File: src/rtl/buffer_stream_pkg.sv
// rtl/buffer_stream_pkg.sv - shared types and constants for the buffer stream reader
//
// Purpose: state encoding, default widths, FIFO depth and the one's-complement
//          checksum step used by buffer_stream_reader and stream_skid_fifo.
// Ports:   none (package).

package buffer_stream_pkg;

   localparam int DATA_WIDTH_DEF = 32;
   localparam int LEN_WIDTH_DEF  = 14;
   localparam int FIFO_DEPTH     = 3;

   typedef enum logic [1:0] {
      ST_IDLE  = 2'd0,
      ST_READ  = 2'd1,
      ST_DRAIN = 2'd2,
      ST_DONE  = 2'd3
   } state_e;

   // Adds both halves of a 32-bit word into a 16-bit one's-complement
   // accumulator. Three 16-bit terms can carry up to 2 bits; two folds
   // are enough because the first fold leaves at most a 1-bit carry.
   function automatic logic [15:0] csum_add(input logic [15:0] acc, input logic [31:0] word);
      logic [17:0] sum;
      logic [16:0] fold;
      sum  = {2'b00, acc} + {2'b00, word[31:16]} + {2'b00, word[15:0]};
      fold = {1'b0, sum[15:0]} + {15'd0, sum[17:16]};
      return fold[15:0] + {15'd0, fold[16]};
   endfunction

endpackage

File: src/rtl/stream_skid_fifo.sv
// rtl/stream_skid_fifo.sv - 3-entry first-word-fall-through FIFO
//
// Purpose: holds words returned by the buffer until the stream consumer
//          accepts them; the head entry is always visible on pop_data_o.
// Ports:
//   clk_i, reset_i    clock, asynchronous active-high reset
//   push_i            write push_data_i (ignored when full without a pop)
//   push_data_i       word to store
//   pop_i             discard head entry (ignored when empty)
//   pop_data_o        head entry
//   count_o           number of stored entries (0..3)

module stream_skid_fifo
   import buffer_stream_pkg::*;
#(
   parameter int WIDTH = DATA_WIDTH_DEF
) (
   input  logic             clk_i,
   input  logic             reset_i,
   input  logic             push_i,
   input  logic [WIDTH-1:0] push_data_i,
   input  logic             pop_i,
   output logic [WIDTH-1:0] pop_data_o,
   output logic [1:0]       count_o
);

   logic [WIDTH-1:0] mem_q [0:FIFO_DEPTH-1];
   logic [1:0]       wr_ptr_q;
   logic [1:0]       rd_ptr_q;
   logic [1:0]       count_q;
   logic             do_push;
   logic             do_pop;

   function automatic logic [1:0] ptr_inc(input logic [1:0] p);
      return (p == 2'(FIFO_DEPTH - 1)) ? 2'd0 : p + 2'd1;
   endfunction

   assign do_pop  = pop_i && (count_q != 2'd0);
   assign do_push = push_i && ((count_q != 2'(FIFO_DEPTH)) || do_pop);

   always_ff @(posedge clk_i or posedge reset_i) begin
      if (reset_i) begin
         for (int i = 0; i < FIFO_DEPTH; i++) begin
            mem_q[i] <= '0;
         end
         wr_ptr_q <= 2'd0;
         rd_ptr_q <= 2'd0;
         count_q  <= 2'd0;
      end else begin
         if (do_push) begin
            mem_q[wr_ptr_q] <= push_data_i;
            wr_ptr_q        <= ptr_inc(wr_ptr_q);
         end
         if (do_pop) begin
            rd_ptr_q <= ptr_inc(rd_ptr_q);
         end
         if (do_push && !do_pop) begin
            count_q <= count_q + 2'd1;
         end else if (do_pop && !do_push) begin
            count_q <= count_q - 2'd1;
         end
      end
   end

   assign pop_data_o = mem_q[rd_ptr_q];
   assign count_o    = count_q;

endmodule

File: src/rtl/buffer_stream_reader.sv
// rtl/buffer_stream_reader.sv - drains len words from the buffer memory onto a valid/ready stream
//
// Purpose: on start_i reads exactly len_i words from the auto-addressed
//          buffer, hides its one-cycle read latency behind a 3-entry FIFO
//          and presents the words as a stream with m_last_o on the final one.
// Optional feature macro: BUFFER_STREAM_READER_CHECKSUM_EN adds checksum_o,
//          the running 16-bit one's-complement sum of accepted words.
// Ports:
//   clk_i, reset_i      clock, asynchronous active-high reset
//   start_i, len_i      command pulse and word count (sampled in IDLE)
//   busy_o, done_o      transfer in progress / one-cycle completion pulse
//   buf_data_av_i       buffer holds unread data
//   buf_rd_en_o         read request (combinational)
//   buf_data_out_i      read data, valid the cycle after buf_rd_en_o
//   m_data_o, m_valid_o, m_ready_i, m_last_o   output stream
//   checksum_o          payload checksum (macro only)

module buffer_stream_reader
   import buffer_stream_pkg::*;
#(
   parameter int DATA_WIDTH = DATA_WIDTH_DEF,
   parameter int LEN_WIDTH  = LEN_WIDTH_DEF
) (
   input  logic                  clk_i,
   input  logic                  reset_i,
   input  logic                  start_i,
   input  logic [LEN_WIDTH-1:0]  len_i,
   output logic                  busy_o,
   output logic                  done_o,
   input  logic                  buf_data_av_i,
   output logic                  buf_rd_en_o,
   input  logic [DATA_WIDTH-1:0] buf_data_out_i,
   output logic [DATA_WIDTH-1:0] m_data_o,
   output logic                  m_valid_o,
   input  logic                  m_ready_i,
   output logic                  m_last_o
`ifdef BUFFER_STREAM_READER_CHECKSUM_EN
   ,
   output logic [15:0]           checksum_o
`endif
);

   state_e                state_q;
   logic                  busy_q;
   logic                  done_q;
   logic                  inflight_q;
   logic [LEN_WIDTH-1:0]  rd_remaining_q, rd_remaining_d;
   logic [LEN_WIDTH-1:0]  out_remaining_q, out_remaining_d;
   logic [1:0]            fifo_count;
   logic [DATA_WIDTH-1:0] fifo_head;
   logic [2:0]            credit_used;
   logic                  start_accept;
   logic                  xfer;

   assign start_accept = (state_q == ST_IDLE) && start_i;

   // A read is only issued when the FIFO can still absorb it after the
   // one-cycle buffer latency, so stalls on m_ready_i never drop data.
   assign credit_used = {1'b0, fifo_count} + {2'b00, inflight_q};
   assign buf_rd_en_o = (state_q == ST_READ) && buf_data_av_i &&
                        (rd_remaining_q != '0) && (credit_used < 3'(FIFO_DEPTH));

   assign m_valid_o = (fifo_count != 2'd0);
   assign m_data_o  = m_valid_o ? fifo_head : '0;
   assign m_last_o  = m_valid_o && (out_remaining_q == LEN_WIDTH'(1));
   assign xfer      = m_valid_o && m_ready_i;
   assign busy_o    = busy_q;
   assign done_o    = done_q;

   stream_skid_fifo #(
      .WIDTH(DATA_WIDTH)
   ) u_fifo (
      .clk_i       (clk_i),
      .reset_i     (reset_i),
      .push_i      (inflight_q),
      .push_data_i (buf_data_out_i),
      .pop_i       (xfer),
      .pop_data_o  (fifo_head),
      .count_o     (fifo_count)
   );

   always_comb begin
      rd_remaining_d  = rd_remaining_q;
      out_remaining_d = out_remaining_q;
      if (start_accept) begin
         rd_remaining_d  = len_i;
         out_remaining_d = len_i;
      end else begin
         if (buf_rd_en_o) begin
            rd_remaining_d = rd_remaining_q - LEN_WIDTH'(1);
         end
         if (xfer) begin
            out_remaining_d = out_remaining_q - LEN_WIDTH'(1);
         end
      end
   end

   always_ff @(posedge clk_i or posedge reset_i) begin
      if (reset_i) begin
         state_q         <= ST_IDLE;
         busy_q          <= 1'b0;
         done_q          <= 1'b0;
         inflight_q      <= 1'b0;
         rd_remaining_q  <= '0;
         out_remaining_q <= '0;
      end else begin
         rd_remaining_q  <= rd_remaining_d;
         out_remaining_q <= out_remaining_d;
         inflight_q      <= buf_rd_en_o;
         done_q          <= 1'b0;
         case (state_q)
            ST_IDLE: begin
               if (start_i) begin
                  busy_q <= 1'b1;
                  if (len_i == '0) begin
                     state_q <= ST_DONE;
                     done_q  <= 1'b1;
                  end else begin
                     state_q <= ST_READ;
                  end
               end
            end
            ST_READ: begin
               if (rd_remaining_d == '0) begin
                  state_q <= ST_DRAIN;
               end
            end
            ST_DRAIN: begin
               // The last word can only leave after all reads returned,
               // so its acceptance also means the FIFO is empty.
               if (xfer && m_last_o) begin
                  state_q <= ST_DONE;
                  done_q  <= 1'b1;
               end
            end
            ST_DONE: begin
               state_q <= ST_IDLE;
               busy_q  <= 1'b0;
            end
            default: begin
               state_q <= ST_IDLE;
               busy_q  <= 1'b0;
            end
         endcase
      end
   end

`ifdef BUFFER_STREAM_READER_CHECKSUM_EN
   logic [15:0] checksum_q, checksum_d;

   always_comb begin
      checksum_d = checksum_q;
      if (start_accept) begin
         checksum_d = 16'd0;
      end else if (xfer) begin
         checksum_d = csum_add(checksum_q, m_data_o);
      end
   end

   always_ff @(posedge clk_i or posedge reset_i) begin
      if (reset_i) begin
         checksum_q <= 16'd0;
      end else begin
         checksum_q <= checksum_d;
      end
   end

   assign checksum_o = checksum_q;
`endif

endmodule

File: config.mk
export PLATFORM = sky130hd
export DESIGN_NAME = buffer_stream_reader
export DESIGN_NICKNAME = d
export VERILOG_FILES = /design/src/rtl/buffer_stream_pkg.sv /design/src/rtl/stream_skid_fifo.sv /design/src/rtl/buffer_stream_reader.sv
export SDC_FILE = /design/constraint.sdc
export NUM_CORES = 1
export LEC_CHECK = 0
export BUFFER_PORTS_ARGS = -buffer_cell sky130_fd_sc_hd__buf_2
export CELL_PAD_IN_SITES_DETAIL_PLACEMENT = 1
export CELL_PAD_IN_SITES_GLOBAL_PLACEMENT = 1
export CORE_MARGIN = 2
export CORE_UTILIZATION = 32
export CTS_BUF_LIST = sky130_fd_sc_hd__clkbuf_4
export CTS_CLUSTER_SIZE = 28
export DETAILED_ROUTE_END_ITERATION = 8
export PLACE_DENSITY_LB_ADDON = 0.08
export SLEW_MARGIN = 20
export SYNTH_ARGS = -nofsm -noshare
export SYNTH_HDL_FRONTEND = slang
export SYNTH_SLANG_ARGS = --single-unit
File: constraint.sdc
create_clock -name clk_i -period 5.2 [get_ports clk_i]
set_input_delay 0 -clock clk_i [delete_from_list [all_inputs] [get_ports clk_i]]
set_output_delay 0 -clock clk_i [all_outputs]
set_load 0.01 [all_outputs]
== Word level (Yosys, flattened, before mapping) ==
Index checks and enable logic that the tools add are counted.
Operators by class
  add/subtract/negate cells: 7
  order comparisons: 4
  eq/ne operators: 10
  muxes and demuxes: 26
  bitwise operators: 2
  reductions and logical operators: 25
Operator list (count)
  $mux 32: 4
  $bwmux 96: 1
  $bmux 32 s2: 1
  $demux 32 s2: 1
  $mux 14: 4
  $logic_not 14->1: 2
  $sub 14x1->14 const B: 2
  $mux 2: 8
  $eq 14x1->1 const B: 1
  $reduce_bool 14->1: 1
  $logic_and 1x1->1: 12
  $eq 2x2->1 const B: 4
  $pmux 2 s4: 1
  $reduce_bool 2->1: 4
  $add 2x1->2 const B: 3
  $ge 3x3->1 const B: 2
  $ne 2x2->1 const B: 3
  $not 2->3: 2
  $mux 1: 4
  $pmux 1 s2: 2
  $add 2x1->3: 1
  $lt 3x1->1 const B: 1
  $lt 3x2->1 const B: 1
  $reduce_and 3->1: 1
  7 further kinds: 8
Word-level totals
  register bits: 135
  input port bits: 51
  output and inout bits: 37
  word-level logic and storage cells: 86

== Longest topological paths before layout ==
Gate-level depths: netlist (run 1).
  depth after elaboration: 9
  gate-level depth with buffers: 11
  depth with buffers taken out: 10

== Modules after synthesis ==
A second synthesis (run 1) with hierarchy kept.
Unflattened totals
  cell total of the unflattened synthesis: 612
  area total of the unflattened synthesis: 6842.8 µm²
By module, submodules not included
  stream_skid_fifo: instances 1, cells an instance 340, area each 4583.1 µm², seq. area each 2552.4 µm²
  buffer_stream_reader: instances 1, cells an instance 272, area each 2259.7 µm², seq. area each 825.8 µm²

== Least setup slack after synthesis (run 1) ==
OpenSTA, ideal clock, no wires.
  kind: reg2reg
  start: reg u_fifo.count_q[0] (netlist: u_fifo.count_o[0])
  end: reg state_q[1]
  setup time: 125 ps
  arrival time: 2556 ps
  data required time: 5075 ps
  setup slack: 2519 ps
  cell stages (with the launch flop): 11
  path buffers: 0
  period minus slack after synthesis: 2681 ps
  path through: dfrtp_1 ha_1 ha_1 and3b_2 nand2_1 o31ai_1 nand4_1 o21a_1 nor3_1 a41oi_2 mux2_4
On the way
  longest elaborated chain between the ends: 8
  elaborated cells between the ends (all ways): 13
  those cells by class: add/sub: 1; order compare: 1; eq/ne: 2; mux: 2; reduce/logical: 7
Ends and longest elaborated chain
  from (decl): line stream_skid_fifo.sv:30  | logic [1:0] count_q;
  from (signal assigned): line stream_skid_fifo.sv:58  | count_q <= count_q + 2'd1;
  from (signal assigned): line stream_skid_fifo.sv:60  | count_q <= count_q - 2'd1;
  $add 2x1->3: line buffer_stream_reader.sv:59  | assign credit_used = {1'b0, fifo_count} + {2'b00, inflight_q};
  $lt 3x2->1: line buffer_stream_reader.sv:61  | (rd_remaining_q != '0) && (credit_used < 3'(FIFO_DEPTH));
  $logic_and 1x1->1: line buffer_stream_reader.sv:61
  $mux 14: line buffer_stream_reader.sv:89  | if (buf_rd_en_o) begin
  $mux 14: line buffer_stream_reader.sv:85  | if (start_accept) begin
  $logic_not 14->1: line buffer_stream_reader.sv:124  | if (rd_remaining_d == '0) begin
  $ne 2x1->1 (no line)
  $reduce_and 3->1 (no line) (*)
  to (signal assigned): line buffer_stream_reader.sv:125  | state_q <= ST_DRAIN;
  to (signal assigned): line buffer_stream_reader.sv:132  | state_q <= ST_DONE;
  to (signal assigned): line buffer_stream_reader.sv:137  | state_q <= ST_IDLE;
  to (decl): line buffer_stream_reader.sv:43  | state_e state_q;
Every way passes the cells marked *; elsewhere a longest branch is shown, timed or not.
A chain may end at the register's enable or synchronous reset.

== Worst setup path after layout (run 1) ==
  start: reg state_q[0]
  end: reg state_q[1]
On the way
  longest elaborated chain between the ends: 9
  elaborated cells between the ends (all ways): 16
  those cells by class: eq/ne: 6; mux: 3; reduce/logical: 7
Ends and longest elaborated chain
  from (signal assigned): line buffer_stream_reader.sv:100  | state_q <= ST_IDLE;
  from (signal assigned): line buffer_stream_reader.sv:116  | state_q <= ST_DONE;
  from (signal assigned): line buffer_stream_reader.sv:119  | state_q <= ST_READ;
  $eq 2x1->1: line buffer_stream_reader.sv:60, buffer_stream_reader.sv:111
  $logic_and 1x1->1 (2 in series): line buffer_stream_reader.sv:60  | assign buf_rd_en_o = (state_q == ST_READ) && buf_data_av_i &&
  $logic_and 1x1->1: line buffer_stream_reader.sv:61
  $mux 14: line buffer_stream_reader.sv:89
  $mux 14: line buffer_stream_reader.sv:85
  $logic_not 14->1: line buffer_stream_reader.sv:124
  $ne 2x1->1 (no line)
  $reduce_and 3->1 (no line)
Several ways; a longest one is shown, not always the timed one.

==> impl_metrics.prom, run 1 <==
# TYPE chip_impl_metric gauge
chip_impl_metric{name="syn-mean-instance-area",unit="sq um"} 11.17
chip_impl_metric{name="worst_slew_pin_slew",unit="ns"} 1.043
chip_impl_metric{name="final_setup_skew",unit="ns"} 0.02555
chip_impl_metric{name="clk_latency",unit="ns"} 0.54
chip_impl_metric{name="floorplan.core_area",unit="sq mm"} 0.02089
chip_impl_metric{name="gr-usage-all-layers",unit="%"} 17.48
chip_impl_metric{name="floorplan_row_count",unit=""} 53
chip_impl_metric{name="h_tree_levels",unit=""} 4
chip_impl_metric{name="synth_sequential_area_ratio",unit="%"} 50.01
chip_impl_metric{name="post_synth_edffs",unit=""} 0
chip_impl_metric{name="detail_route.wirelength",unit="mm"} 18.72
chip_impl_metric{name="drv.max_cap_violation_count",unit=""} 0
chip_impl_info{name="r2r-start",value="state_q[0]$_DFFE_PP0P_"} 1
chip_impl_metric{name="timing.max_slew.rel_slack",unit="%"} 30.28
chip_impl_metric{name="syn_inst",unit=""} 605
chip_impl_metric{name="worst-endpoint-required",unit="ns"} 5.63
chip_impl_metric{name="pwr_density_cell",unit="mW/mm^2"} 578.3
chip_impl_metric{name="detail_route.drc_violations",unit=""} 0
chip_impl_metric{name="syn_to_final_growth",unit="%"} 21.47
chip_impl_info{name="critical_path.endpoint_type",value="flop"} 1
chip_impl_info{name="top_usage_layer",value="met2"} 1
chip_impl_info{name="synth_top_cells_by_area",value="sky130_fd_sc_hd__dfrtp_1, sky130_fd_sc_hd__mux2_2, sky130_fd_sc_hd__mux2i_1"} 1
chip_impl_metric{name="dp_hpwl",unit="mm"} 12.45
chip_impl_metric{name="power_leakage",unit="nW"} 3.653
chip_impl_metric{name="min_period",unit="ns"} 3.193
chip_impl_metric{name="die-area",unit="sq mm"} 0.02229
chip_impl_info{name="grt_setup_unrepaired",value="no"} 1
chip_impl_metric{name="synthesis.yosys.warnings",unit=""} 0
chip_impl_metric{name="max_freq",unit="MHz"} 313.2
chip_impl_metric{name="setup-violations-final",unit=""} 0
chip_impl_info{name="synthTopCellsByCount",value="sky130_fd_sc_hd__dfrtp_1, sky130_fd_sc_hd__mux2_2, sky130_fd_sc_hd__nor2_1, sky130_fd_sc_hd__a21oi_1, sky130_fd_sc_hd__mux2i_1"} 1
chip_impl_metric{name="regToRegSetupSlack",unit="ns"} 2.01
chip_impl_metric{name="post_synthesis_cell_area",unit="sq mm"} 0.006755
chip_impl_metric{name="top_fanout_value_on_the_critical_path",unit=""} 25
chip_impl_info{name="netlist.top_cell.by_area",value="sky130_fd_sc_hd__dfrtp_1"} 1
chip_impl_metric{name="grt_util_met3",unit="%"} 2.966
chip_impl_info{name="synthMostInstantiatedCell",value="sky130_fd_sc_hd__dfrtp_1"} 1
chip_impl_metric{name="timing.critical_path.arrival",unit="ns"} 3.62
chip_impl_info{name="critPathKind",value="reg2reg"} 1
chip_impl_metric{name="place.gp.congestion",unit=""} 0.8464
chip_impl_metric{name="multi_input_comb_area",unit="sq mm"} 0.003198
chip_impl_metric{name="register_area",unit="sq mm"} 0.003379
chip_impl_metric{name="numClockSinks",unit=""} 135
chip_impl_metric{name="wl_per_cell",unit="microns"} 18.24
chip_impl_metric{name="final_antenna_net_count",unit=""} 0
chip_impl_metric{name="global_route_wire_length_before_repair",unit="mm"} 29.92
chip_impl_metric{name="yosys_register_bits",unit=""} 135
chip_impl_metric{name="overflow",unit=""} 0
chip_impl_metric{name="nets_in_the_synthesized_netlist",unit=""} 666
chip_impl_metric{name="setup_tns",unit="ns"} 0
chip_impl_metric{name="max-clock-path-buffers",unit=""} 2
chip_impl_metric{name="grt_start_max_net_pins",unit=""} 79
chip_impl_metric{name="cts_setup_buffers",unit=""} 0
chip_impl_metric{name="final.fill_count",unit=""} 2331
chip_impl_metric{name="port_buffers",unit=""} 87
chip_impl_metric{name="finalCritPeriodShare",unit="%"} 61.41
chip_impl_metric{name="antenna_found_initial",unit=""} 1
chip_impl_metric{name="via_per_inst",unit=""} 4.956
chip_impl_metric{name="drt_first_iter_violations",unit=""} 205
chip_impl_metric{name="final-hold-violation-count",unit=""} 0
chip_impl_metric{name="post_dp_cell_area",unit="sq mm"} 0.007471
chip_impl_metric{name="fin_worst_hold_slack",unit="ns"} 0.1489
chip_impl_metric{name="grt_pass1_vias",unit=""} 5665
chip_impl_metric{name="layout.nets",unit=""} 797
chip_impl_metric{name="grtUsageMet1",unit="%"} 22.41
chip_impl_metric{name="synth.lib_cells_used.distinct",unit=""} 63
chip_impl_metric{name="slew_viol_final",unit=""} 0
chip_impl_metric{name="floorplan.die.height",unit="microns"} 149.3
chip_impl_metric{name="timing.reg2reg.worst_path_depth",unit=""} 11
chip_impl_metric{name="synth_async_sr_flop_share",unit="%"} 100.0
chip_impl_metric{name="worst_ir_drop_vdd",unit="uV"} 220.9
chip_impl_metric{name="drive_gt1_share",unit="%"} 33.51
chip_impl_metric{name="vias",unit=""} 5085
chip_impl_info{name="cts_tree",value="done"} 1
chip_impl_metric{name="cts_buffers",unit=""} 17
chip_impl_metric{name="initial_utilization",unit="%"} 32.34
chip_impl_metric{name="drtPass1Iterations",unit=""} 4
chip_impl_info{name="timing.critical_path.from_type",value="flop"} 1
chip_impl_metric{name="chipWidth",unit="microns"} 149.3
chip_impl_info{name="run_status",value="complete, no violations"} 1
chip_impl_info{name="r2r-end",value="state_q[1]$_DFFE_PP0P_"} 1
chip_impl_metric{name="final_area",unit="sq mm"} 0.008205
chip_impl_metric{name="final_core_utilization",unit="%"} 39.28
chip_impl_info{name="synthFlopType",value="sky130_fd_sc_hd__dfrtp_1"} 1
chip_impl_metric{name="cts.clk_slew.worst_paths",unit="ns"} 0.14
chip_impl_metric{name="top_level_pins",unit=""} 88
chip_impl_metric{name="synth_largest_type_area_fraction",unit="%"} 50.01
chip_impl_metric{name="grt_use_met2",unit="%"} 30.48
chip_impl_info{name="hold_class",value="in2async"} 1
chip_impl_info{name="cts.root.buffer_cell",value="sky130_fd_sc_hd__clkbuf_4"} 1
cell usage in the layout (no fill, tap or decap), types with 3 or more instances in the layout:
master                          synthesis  routed
sky130_fd_sc_hd__a31oi_1                6       6
sky130_fd_sc_hd__mux2i_1               37      37
sky130_fd_sc_hd__nor2_1                95      94
sky130_fd_sc_hd__inv_1                 14      13
sky130_fd_sc_hd__nand4_1                6       6
sky130_fd_sc_hd__buf_4                  1       7
sky130_fd_sc_hd__buf_2                  0      87
sky130_fd_sc_hd__inv_6                  0       5
sky130_fd_sc_hd__ha_1                  10      10
sky130_fd_sc_hd__nor3_1                 8       7
sky130_fd_sc_hd__clkinv_4               0       3
sky130_fd_sc_hd__nor4_1                 7       7
sky130_fd_sc_hd__dlygate4sd3_1          0      49
sky130_fd_sc_hd__clkbuf_4               0      19
sky130_fd_sc_hd__clkinv_2               0       4
sky130_fd_sc_hd__mux2_2                97      97
sky130_fd_sc_hd__o21ai_0                9       9
sky130_fd_sc_hd__dfrtp_1              135     134
sky130_fd_sc_hd__nand2_1               26      25
sky130_fd_sc_hd__xor2_1                 7       7
sky130_fd_sc_hd__xnor2_1               13      13
sky130_fd_sc_hd__nor3_2                 2       3
sky130_fd_sc_hd__nor4_4                 3       3
sky130_fd_sc_hd__a21oi_1               52      52
sky130_fd_sc_hd__nand3b_1               3       3
cell families after synthesis:
family	count (synthesis)	synth area share [%]
adders and majority gates	10	1.852
buffers and inverters	46	2.908
and+or+nand+nor	174	12.97
muxes	135	21.87
xor gates and xnor gates	20	2.593
AOI/OAI and AO/OA	85	7.798
DFF	135	50.01
worst max path at each step:
stage	start	end	slack, ns
finish	state_q[0]$_DFFE_PP0P_	state_q[1]$_DFFE_PP0P_	2.01
global route	state_q[0]$_DFFE_PP0P_	state_q[1]$_DFFE_PP0P_	1.83
CTS	state_q[0]$_DFFE_PP0P_	state_q[1]$_DFFE_PP0P_	2.01
detailed placement	state_q[0]$_DFFE_PP0P_	state_q[1]$_DFFE_PP0P_	2.02
global placement	state_q[0]$_DFFE_PP0P_	state_q[1]$_DFFE_PP0P_	2.16
floorplan	reset_i	busy_o$_DFFE_PP0P_	1.59
critical path, stage by stage, from the launching register on:
cell                        delay, ns
sky130_fd_sc_hd__dfrtp_1         0.42
sky130_fd_sc_hd__inv_1           0.11
sky130_fd_sc_hd__ha_1            0.32
sky130_fd_sc_hd__nand2_1         0.39
sky130_fd_sc_hd__buf_4           0.36
sky130_fd_sc_hd__nand2_1         0.09
sky130_fd_sc_hd__o41ai_1         0.06
sky130_fd_sc_hd__a31oi_1         0.23
sky130_fd_sc_hd__o211ai_2        0.17
sky130_fd_sc_hd__a2111oi_4       0.36
sky130_fd_sc_hd__a41oi_2         0.23
sky130_fd_sc_hd__mux2_4          0.34
final cells by class:
class	instances	area share, %
Antenna cell	2	0.06099
Clock buffer	19	1.738
Clock inverter	13	1.174
Inverter	15	0.7472
Multi-Input combinational cell	424	38.98
Sequential cell	135	41.19
Tap cell	275	4.193
Timing Repair Buffer	143	11.92
stage by stage:
| step | setup slack [ns] | power, mW | std cells |
|---|---|---|---|
| after floorplan | 1.589 | 3.433 | 605 |
| final | 2.007 | 4.745 | 1026 |
| after global routing | 1.827 | 5.144 | 1026 |
| after global placement | 2.163 | 4.054 | 943 |
| after CTS | 2.014 | 4.828 | 1024 |
| after detailed placement | 2.017 | 4.154 | 943 |
where the power goes:
group | switching, mW | internal [mW]
logic | 1.18 | 1.01
clock network | 0.423 | 0.204
registers | 0.368 | 1.56
total | 1.97 | 2.77
state kept, by name, summed over array words and instances, names as in the netlist:
| name | flops |
|---|---|
| u_fifo.mem_q | 96 |
| state_q | 2 |
| u_fifo.count_o | 2 |
| u_fifo.rd_ptr_q | 2 |
| out_remaining_q | 14 |
| rd_remaining_q | 14 |
| u_fifo.wr_ptr_q | 2 |
| done_o | 1 |
| busy_o | 1 |
| inflight_q | 1 |
metal layers:
metal  up-vias  share of wire (%)
met5         -                  0
li1       2392                  -
met3        15                3.0
met2        73                 50
met4         0                1.3
met1      2605                 46
what timing repair did:
item	CTS	global route
hold buffers	49	0
resized for setup	0	0
hold endpoints to repair	205	0
endpoints found under the setup margin	0	0
Power figures use the tool's default switching activity.
==> inputs of run 2 (changes only) <==
clock period = 2.8 ns   (was 5.2 ns; I/O delays follow)
==> run 2 against run 1 <==
Clock power increased by 100%. Sequential cell count unchanged. Final cell count increased by 3.8%. Sequential share of layout area decreased by 2.5 points. Worst setup slack got worse by 1.9 ns. Clock-buffer cell count decreased by 2. Wire length increased by 1.9%. Combinational power increased by 110%. Die area unchanged. Clock skew decreased by 0.0029 ns. Largest power group unchanged.
==> impl_metrics.prom, run 2 (synthesized netlist as in run 1, its figures left out) <==
# TYPE chip_impl_metric gauge
chip_impl_metric{name="final_antenna_net_count",unit=""} 0
chip_impl_metric{name="fin_total_pwr",unit="mW"} 9.371
chip_impl_metric{name="overflow",unit=""} 0
chip_impl_metric{name="place.gp.congestion",unit=""} 0.8132
chip_impl_metric{name="worst-endpoint-required",unit="ns"} 3.25
chip_impl_metric{name="dr_wl_met3",unit="microns"} 615
chip_impl_metric{name="top_level_pins",unit=""} 88
chip_impl_info{name="timing.critical_path.from_type",value="flop"} 1
chip_impl_metric{name="worst_slew_pin_slew",unit="ns"} 0.9309
chip_impl_metric{name="wl_per_cell",unit="microns"} 17.91
chip_impl_metric{name="final.fill_count",unit=""} 2327
chip_impl_metric{name="syn_to_final_growth",unit="%"} 29.17
chip_impl_metric{name="h_tree_levels",unit=""} 4
chip_impl_metric{name="initial_utilization",unit="%"} 32.34
chip_impl_metric{name="slew_viol_final",unit=""} 0
chip_impl_metric{name="detail_route.drc_violations",unit=""} 0
chip_impl_metric{name="detail_route.wirelength",unit="mm"} 19.08
chip_impl_info{name="layout_commonest_cell",value="sky130_fd_sc_hd__dfrtp_1"} 1
chip_impl_metric{name="global_route_wire_length_before_repair",unit="mm"} 30.66
chip_impl_metric{name="final_area",unit="sq mm"} 0.008726
chip_impl_metric{name="numClockSinks",unit=""} 135
chip_impl_metric{name="timing.reg2reg.worst_path_depth",unit=""} 10
chip_impl_metric{name="drt_first_iter_violations",unit=""} 153
chip_impl_metric{name="largest_register_ffs",unit=""} 96
chip_impl_metric{name="cts.clk_slew.worst_paths",unit="ns"} 0.14
chip_impl_metric{name="antenna_found_initial",unit=""} 1
chip_impl_metric{name="final-hold-violation-count",unit=""} 0
chip_impl_metric{name="gr-usage-all-layers",unit="%"} 17.91
chip_impl_metric{name="min_period",unit="ns"} 2.691
chip_impl_metric{name="floorplan.core_area",unit="sq mm"} 0.02089
chip_impl_info{name="cts_tree",value="done"} 1
chip_impl_metric{name="setup_tns",unit="ns"} 0
chip_impl_metric{name="drtPass1Iterations",unit=""} 4
chip_impl_metric{name="max-clock-path-buffers",unit=""} 2
chip_impl_metric{name="cts_buffers",unit=""} 17
chip_impl_metric{name="wl_met1",unit="mm"} 8.547
chip_impl_metric{name="power_leakage",unit="nW"} 3.878
chip_impl_metric{name="vias",unit=""} 5220
chip_impl_metric{name="drv.max_cap_violation_count",unit=""} 0
chip_impl_metric{name="pwr_density_cell",unit="mW/mm^2"} 1074
chip_impl_info{name="grt_setup_unrepaired",value="yes"} 1
chip_impl_metric{name="timing.critical_path.arrival",unit="ns"} 3.14
chip_impl_metric{name="top_fanout_value_on_the_critical_path",unit=""} 5
chip_impl_metric{name="drive_gt1_share",unit="%"} 39.80
chip_impl_info{name="registers.top_by_ff_count",value="u_fifo.mem_q"} 1
chip_impl_metric{name="met2_length",unit="mm"} 9.608
chip_impl_metric{name="dp_hpwl",unit="mm"} 12.71
chip_impl_metric{name="floorplan.die.height",unit="microns"} 149.3
chip_impl_metric{name="setup-violations-final",unit=""} 0
chip_impl_metric{name="grt_start_max_net_pins",unit=""} 53
chip_impl_metric{name="max_freq",unit="MHz"} 371.5
chip_impl_info{name="final_cell_mix",value="sky130_fd_sc_hd__dfrtp_1, sky130_fd_sc_hd__mux2_2, sky130_fd_sc_hd__nor2_1, sky130_fd_sc_hd__buf_2, sky130_fd_sc_hd__a21oi_1"} 1
chip_impl_metric{name="clk_latency",unit="ns"} 0.54
chip_impl_metric{name="finalCritPeriodShare",unit="%"} 96.12
chip_impl_metric{name="timing.max_slew.rel_slack",unit="%"} 37.66
chip_impl_info{name="hold_class",value="in2async"} 1
chip_impl_metric{name="timing.final.ws_setup",unit="ns"} 0.1085
chip_impl_metric{name="layout.nets",unit=""} 837
chip_impl_metric{name="port_buffers",unit=""} 87
chip_impl_metric{name="via_per_inst",unit=""} 4.901
chip_impl_info{name="cts.root.buffer_cell",value="sky130_fd_sc_hd__clkbuf_4"} 1
chip_impl_metric{name="final_setup_skew",unit="ns"} 0.02268
chip_impl_info{name="layout_top_registers",value="u_fifo.mem_q (96), out_remaining_q (14), rd_remaining_q (14)"} 1
chip_impl_metric{name="grt_pass1_vias",unit=""} 5745
chip_impl_info{name="critical_path.endpoint_type",value="flop"} 1
chip_impl_metric{name="die-area",unit="sq mm"} 0.02229
chip_impl_info{name="highest-signal-layer",value="met4"} 1
chip_impl_metric{name="post_dp_cell_area",unit="sq mm"} 0.007730
chip_impl_info{name="critPathKind",value="reg2reg"} 1
chip_impl_metric{name="worst_ir_drop_vdd",unit="uV"} 485.1
chip_impl_info{name="run_status",value="complete, no violations"} 1
chip_impl_metric{name="detailedPlace.worstSlack",unit="ns"} -0.1266
chip_impl_metric{name="chipWidth",unit="microns"} 149.3
chip_impl_metric{name="floorplan_row_count",unit=""} 53
chip_impl_metric{name="fin_worst_hold_slack",unit="ns"} 0.06962
-- run 2: changes by cell type in the layout (fill, tap and decap cells not counted), moves of 3 or more --
cell	before	now
sky130_fd_sc_hd__buf_4	7	43
sky130_fd_sc_hd__buf_12	0	4
sky130_fd_sc_hd__clkinv_2	4	0
sky130_fd_sc_hd__clkinvlp_4	2	6
sky130_fd_sc_hd__ha_1	10	7
-- run 2: repair_timing --
item | CTS | global route
hold endpoints to repair | 264 | 0
buffers inserted | 3 | 9
hold buffers | 49 | 0
endpoints found under the setup margin | 2 | 2
resized for setup | 3 | 27
pin swaps | 2 | 12
-- run 2: path summary, 6_finish.rpt --
path / startpoint / to / slack, ns
max: inflight_q$_DFF_PP0_ / state_q[1]$_DFFE_PP0P_ / 0.11
min: reset_i / u_fifo.mem_q[74]$_DFFE_PP0P_ / 0.07
max reg2reg: inflight_q$_DFF_PP0_ / state_q[1]$_DFFE_PP0P_ / 0.11
min reg2reg: u_fifo.mem_q[19]$_DFFE_PP0P_ / u_fifo.mem_q[19]$_DFFE_PP0P_ / 0.52
max in group asynchronous: reset_i / u_fifo.mem_q[65]$_DFFE_PP0P_ / 2.02
min in group clk_i: buf_data_out_i[24] / u_fifo.mem_q[88]$_DFFE_PP0P_ / 0.23
-- run 2: area by class of cell --
class	count	area [sq um]	area share, %
diodes	1	2.502	0.02868
clock buffers	17	127.6	1.463
clock inverters	15	143.9	1.649
inverters	15	60.06	0.6883
multi-input cells	424	3339	38.27
flip-flops and latches	135	3379	38.73
well taps	275	344.1	3.943
repair buffers	183	1329	15.23
-- run 2: metrics by stage --
| stage | utilization, % | std cells |
|---|---|---|
| final | 41.77 | 1065 |
| after global routing | 41.77 | 1065 |
| after CTS | 40.83 | 1055 |
| after detailed placement | 37.01 | 971 |
| after global placement | 37.01 | 971 |
| after floorplan | - | 605 |
-- run 2: power breakdown --
| part | switching (mW) | internal, mW | total, mW |
|---|---|---|---|
| Combinational | 2.35 | 2.17 | 4.53 |
| Clock | 0.820 | 0.458 | 1.28 |
| Sequential | 0.666 | 2.90 | 3.57 |
| Total | 3.84 | 5.53 | 9.37 |
-- run 2: worst max-delay path: stages, from the launching register on --
cell and delay [ns]:
sky130_fd_sc_hd__dfrtp_1 0.42, sky130_fd_sc_hd__ha_2 0.20, sky130_fd_sc_hd__ha_4 0.14, sky130_fd_sc_hd__and3b_2 0.28, sky130_fd_sc_hd__nand4_1 0.21, sky130_fd_sc_hd__a311oi_2 0.37, sky130_fd_sc_hd__xnor2_1 0.16, sky130_fd_sc_hd__a21oi_2 0.18
sky130_fd_sc_hd__nor2_2 0.07, sky130_fd_sc_hd__a41oi_2 0.25, sky130_fd_sc_hd__mux2_4 0.32
-- run 2: per-layer routing --
| layer | track usage (%) | vias to the layer above |
|---|---|---|
| met2 | 31.29 | 79 |
| met4 | 4.571 | 0 |
| li1 | - | 2479 |
| met3 | 4.159 | 23 |
| met1 | 22.33 | 2639 |
| met5 | 0 | - |
==> inputs of run 3 (changes only) <==
CORE_MARGIN = default   (was 2)
==> run 3 against run 2 <==
The run now ends with setup timing left. Global-route usage up 0.96 points. Sequential power hardly changed. Clock power barely moved. First-iteration DRC count is 5.9% higher. Critical endpoint unchanged. Largest cell class unchanged. Largest power group unchanged.
==> impl_metrics.prom, run 3 (synthesized netlist as in run 1, its figures left out) <==
# TYPE chip_impl_metric gauge
chip_impl_metric{name="worst-endpoint-required",unit="ns"} 3.24
chip_impl_info{name="run_status",value="finished, violations left"} 1
chip_impl_metric{name="floorplan.core_area",unit="sq mm"} 0.02049
chip_impl_info{name="critPathKind",value="reg2reg"} 1
chip_impl_info{name="cts_tree",value="done"} 1
chip_impl_metric{name="detail_route.wirelength",unit="mm"} 19.35
chip_impl_info{name="layout_top_registers",value="u_fifo.mem_q (96), out_remaining_q (14), rd_remaining_q (14)"} 1
chip_impl_metric{name="floorplan_row_count",unit=""} 52
chip_impl_metric{name="layout.nets",unit=""} 841
chip_impl_metric{name="final_antenna_net_count",unit=""} 0
chip_impl_metric{name="grt_pass1_vias",unit=""} 5938
chip_impl_metric{name="p_switching",unit="mW"} 3.821
chip_impl_metric{name="final-hold-violation-count",unit=""} 0
chip_impl_metric{name="slew_viol_final",unit=""} 0
chip_impl_metric{name="fin_cells",unit=""} 1064
chip_impl_metric{name="drive_gt1_share",unit="%"} 39.34
chip_impl_metric{name="syn_to_final_growth",unit="%"} 29.04
chip_impl_metric{name="antenna_found_initial",unit=""} 1
chip_impl_info{name="hold_class",value="in2async"} 1
chip_impl_info{name="cp_slowest_cell",value="sky130_fd_sc_hd__dfrtp_1"} 1
chip_impl_metric{name="finalCritPeriodShare",unit="%"} 101.3
chip_impl_info{name="critPathLaunch",value="inflight_q$_DFF_PP0_"} 1
chip_impl_metric{name="min_period",unit="ns"} 2.838
chip_impl_metric{name="cts.clk_slew.worst_paths",unit="ns"} 0.13
chip_impl_metric{name="top_level_pins",unit=""} 88
chip_impl_metric{name="overflow",unit=""} 0
chip_impl_info{name="cts.root.buffer_cell",value="sky130_fd_sc_hd__clkbuf_4"} 1
chip_impl_metric{name="initial_utilization",unit="%"} 32.96
chip_impl_metric{name="proportion_of_total_power_due_to_net_switching",unit="%"} 40.70
chip_impl_metric{name="largest_register_ffs",unit=""} 96
chip_impl_metric{name="drv.max_cap_violation_count",unit=""} 0
chip_impl_info{name="final_cell_mix",value="sky130_fd_sc_hd__dfrtp_1, sky130_fd_sc_hd__mux2_2, sky130_fd_sc_hd__nor2_1, sky130_fd_sc_hd__buf_2, sky130_fd_sc_hd__a21oi_1"} 1
chip_impl_metric{name="via_per_inst",unit=""} 4.944
chip_impl_metric{name="setup_tns",unit="ns"} -0.04211
chip_impl_info{name="r2r-start",value="inflight_q$_DFF_PP0_"} 1
chip_impl_info{name="registers.top_by_ff_count",value="u_fifo.mem_q"} 1
chip_impl_metric{name="chipWidth",unit="microns"} 147.3
chip_impl_metric{name="cp_slowest_stage_delay",unit="ns"} 0.43
chip_impl_metric{name="worst_slew_pin_slew",unit="ns"} 0.6729
chip_impl_metric{name="max-clock-path-buffers",unit=""} 2
chip_impl_metric{name="final_area",unit="sq mm"} 0.008717
chip_impl_metric{name="timing.max_slew.rel_slack",unit="%"} 55.04
chip_impl_metric{name="drtPass1Iterations",unit=""} 4
chip_impl_metric{name="power_leakage",unit="nW"} 3.890
chip_impl_metric{name="fin_total_pwr",unit="mW"} 9.387
chip_impl_metric{name="gr-usage-all-layers",unit="%"} 18.87
chip_impl_metric{name="post_dp_cell_area",unit="sq mm"} 0.007749
chip_impl_info{name="layout_commonest_cell",value="sky130_fd_sc_hd__dfrtp_1"} 1
chip_impl_metric{name="place.gp.congestion",unit=""} 0.8371
chip_impl_metric{name="fin_worst_hold_slack",unit="ns"} 0.1166
chip_impl_metric{name="port_buffers",unit=""} 87
chip_impl_metric{name="timing.final.ws_setup",unit="ns"} -0.03761
chip_impl_metric{name="clkPwrFrac",unit="%"} 13.3
chip_impl_info{name="timing.critical_path.from_type",value="flop"} 1
chip_impl_metric{name="h_tree_levels",unit=""} 4
chip_impl_metric{name="floorplan.die.height",unit="microns"} 147.3
chip_impl_metric{name="vias",unit=""} 5260
chip_impl_metric{name="worst_ir_drop_vdd",unit="uV"} 385.2
chip_impl_metric{name="die-area",unit="sq mm"} 0.02170
chip_impl_info{name="cp_common_cell",value="sky130_fd_sc_hd__ha_4"} 1
chip_impl_metric{name="cp.depth",unit=""} 12
chip_impl_metric{name="detailedPlace.worstSlack",unit="ns"} -0.1007
chip_impl_metric{name="setup-violations-final",unit=""} 2
chip_impl_metric{name="drt_first_iter_violations",unit=""} 162
chip_impl_metric{name="timing.critical_path.arrival",unit="ns"} 3.28
chip_impl_metric{name="timing.reg2reg.worst_path_depth",unit=""} 12
chip_impl_metric{name="top_fanout_value_on_the_critical_path",unit=""} 4
chip_impl_metric{name="detail_route.drc_violations",unit=""} 0
chip_impl_metric{name="pwr-share-comb",unit="%"} 48.7
chip_impl_metric{name="dp_hpwl",unit="mm"} 12.82
chip_impl_metric{name="cellInternalPower",unit="mW"} 5.567
chip_impl_info{name="crit_path_end",value="state_q[1]$_DFFE_PP0P_"} 1
chip_impl_metric{name="final_core_utilization",unit="%"} 42.53
chip_impl_metric{name="crit_path_buffers_inverters",unit=""} 2
chip_impl_metric{name="cts_buffers",unit=""} 17
chip_impl_metric{name="power.share.sequential",unit="%"} 38.0
chip_impl_metric{name="clk_latency",unit="ns"} 0.55
chip_impl_metric{name="wl_per_cell",unit="microns"} 18.19
chip_impl_info{name="timing.critical_path.cells",value="ha_4 -> ha_4 -> and3b_2 -> buf_6 -> nand4_1 -> buf_4 -> a311oi_2 -> xnor2_1 -> a21oi_2 -> nor2_2 -> a41oi_2 -> mux2_4"} 1
chip_impl_metric{name="final_setup_skew",unit="ns"} 0.01530
chip_impl_info{name="r2r-end",value="state_q[1]$_DFFE_PP0P_"} 1
chip_impl_metric{name="pwr_density_cell",unit="mW/mm^2"} 1077
chip_impl_metric{name="global_route_wire_length_before_repair",unit="mm"} 31.76
chip_impl_info{name="grt_setup_unrepaired",value="yes"} 1
chip_impl_metric{name="place.detailed.instances",unit=""} 972
chip_impl_metric{name="final.fill_count",unit=""} 2270
chip_impl_metric{name="regToRegSetupSlack",unit="ns"} -0.04
chip_impl_info{name="violations",value="setup timing"} 1
chip_impl_info{name="critical_path.endpoint_type",value="flop"} 1
chip_impl_metric{name="max_freq",unit="MHz"} 352.4
chip_impl_metric{name="grt_start_max_net_pins",unit=""} 111
chip_impl_metric{name="numClockSinks",unit=""} 135
chip_impl_info{name="timing.critical_path.max_delay_family",value="compound AO/OA/AOI/OAI gates"} 1
[run 3: cell types whose count changed in the layout (fill, tap and decap cells not counted), moves of 2 or more]
cell | previous run | this run
sky130_fd_sc_hd__buf_12 | 4 | 2
sky130_fd_sc_hd__buf_4 | 43 | 47
sky130_fd_sc_hd__clkinv_2 | 0 | 2
sky130_fd_sc_hd__inv_1 | 11 | 13
sky130_fd_sc_hd__inv_2 | 3 | 1
sky130_fd_sc_hd__inv_6 | 5 | 3
sky130_fd_sc_hd__nor3b_2 | 0 | 2
sky130_fd_sc_hd__nor4_1 | 5 | 7
sky130_fd_sc_hd__nor4_2 | 2 | 0
[run 3: layer usage]
layer	routed length (microns)	global-route usage [%]	part of all wire [%]
met1	8906	23.77	46
met2	9764	32.69	50
met3	483	3.851	2.5
met4	199	5.103	1.0
met5	0	0	0
[run 3: cell type report]
type	instances	area, sq um	area share (%)
timing repair buffer	186	1330	15.26
sequential	135	3379	38.77
clock buffer	18	135.1	1.550
clock inverter	14	126.4	1.450
multi-input combinational	425	3346	38.38
tap	270	337.8	3.875
inverter	15	60.06	0.6890
antenna	1	2.502	0.02871
[run 3: worst min-delay path by stage]
stage                  start                        endpoint  slack (ns)  depth (start not counted)
detailed placement   reset_i    u_fifo.mem_q[40]$_DFFE_PP0P_        0.15                          3
CTS                  reset_i    u_fifo.mem_q[39]$_DFFE_PP0P_        0.07                          4
finish               reset_i    u_fifo.mem_q[39]$_DFFE_PP0P_        0.12                          4
global route         reset_i     u_fifo.mem_q[2]$_DFFE_PP0P_         0.1                          4
floorplan           len_i[1]  out_remaining_q[1]$_DFFE_PP0P_        0.12                          2
global placement     reset_i    u_fifo.mem_q[40]$_DFFE_PP0P_        0.15                          3
[run 3: timing repair]
action,in CTS,in global routing
setup buffers,0,9
gates cloned,0,1
pin swaps,3,11
endpoints found under the setup margin,2,2
endpoints found under the hold margin,261,0
hold buffers,49,0
gates resized for setup,11,13
[run 3: power groups by stage]
stage	Sequential, mW	Combinational [mW]	Clock, mW
CTS	3.55	4.53	1.32
global route	3.69	5.06	1.39
floorplan	3.42	2.95	0
detailed placement	3.57	4.40	0
global placement	3.50	4.29	0
finish	3.57	4.57	1.25
[run 3: worst reg2reg max path, delay by kind of cell (launching register included)]
| family | cells | cell delay, ns |
|---|---|---|
| AO/OA/AOI/OAI | 3 | 0.70 |
| AND/OR/NAND/NOR | 3 | 0.50 |
| flip-flops | 1 | 0.43 |
| buffers and inverters | 2 | 0.33 |
| multiplexers | 1 | 0.32 |
| adder cells (fa/ha/maj) | 2 | 0.31 |
| XOR/XNOR | 1 | 0.14 |
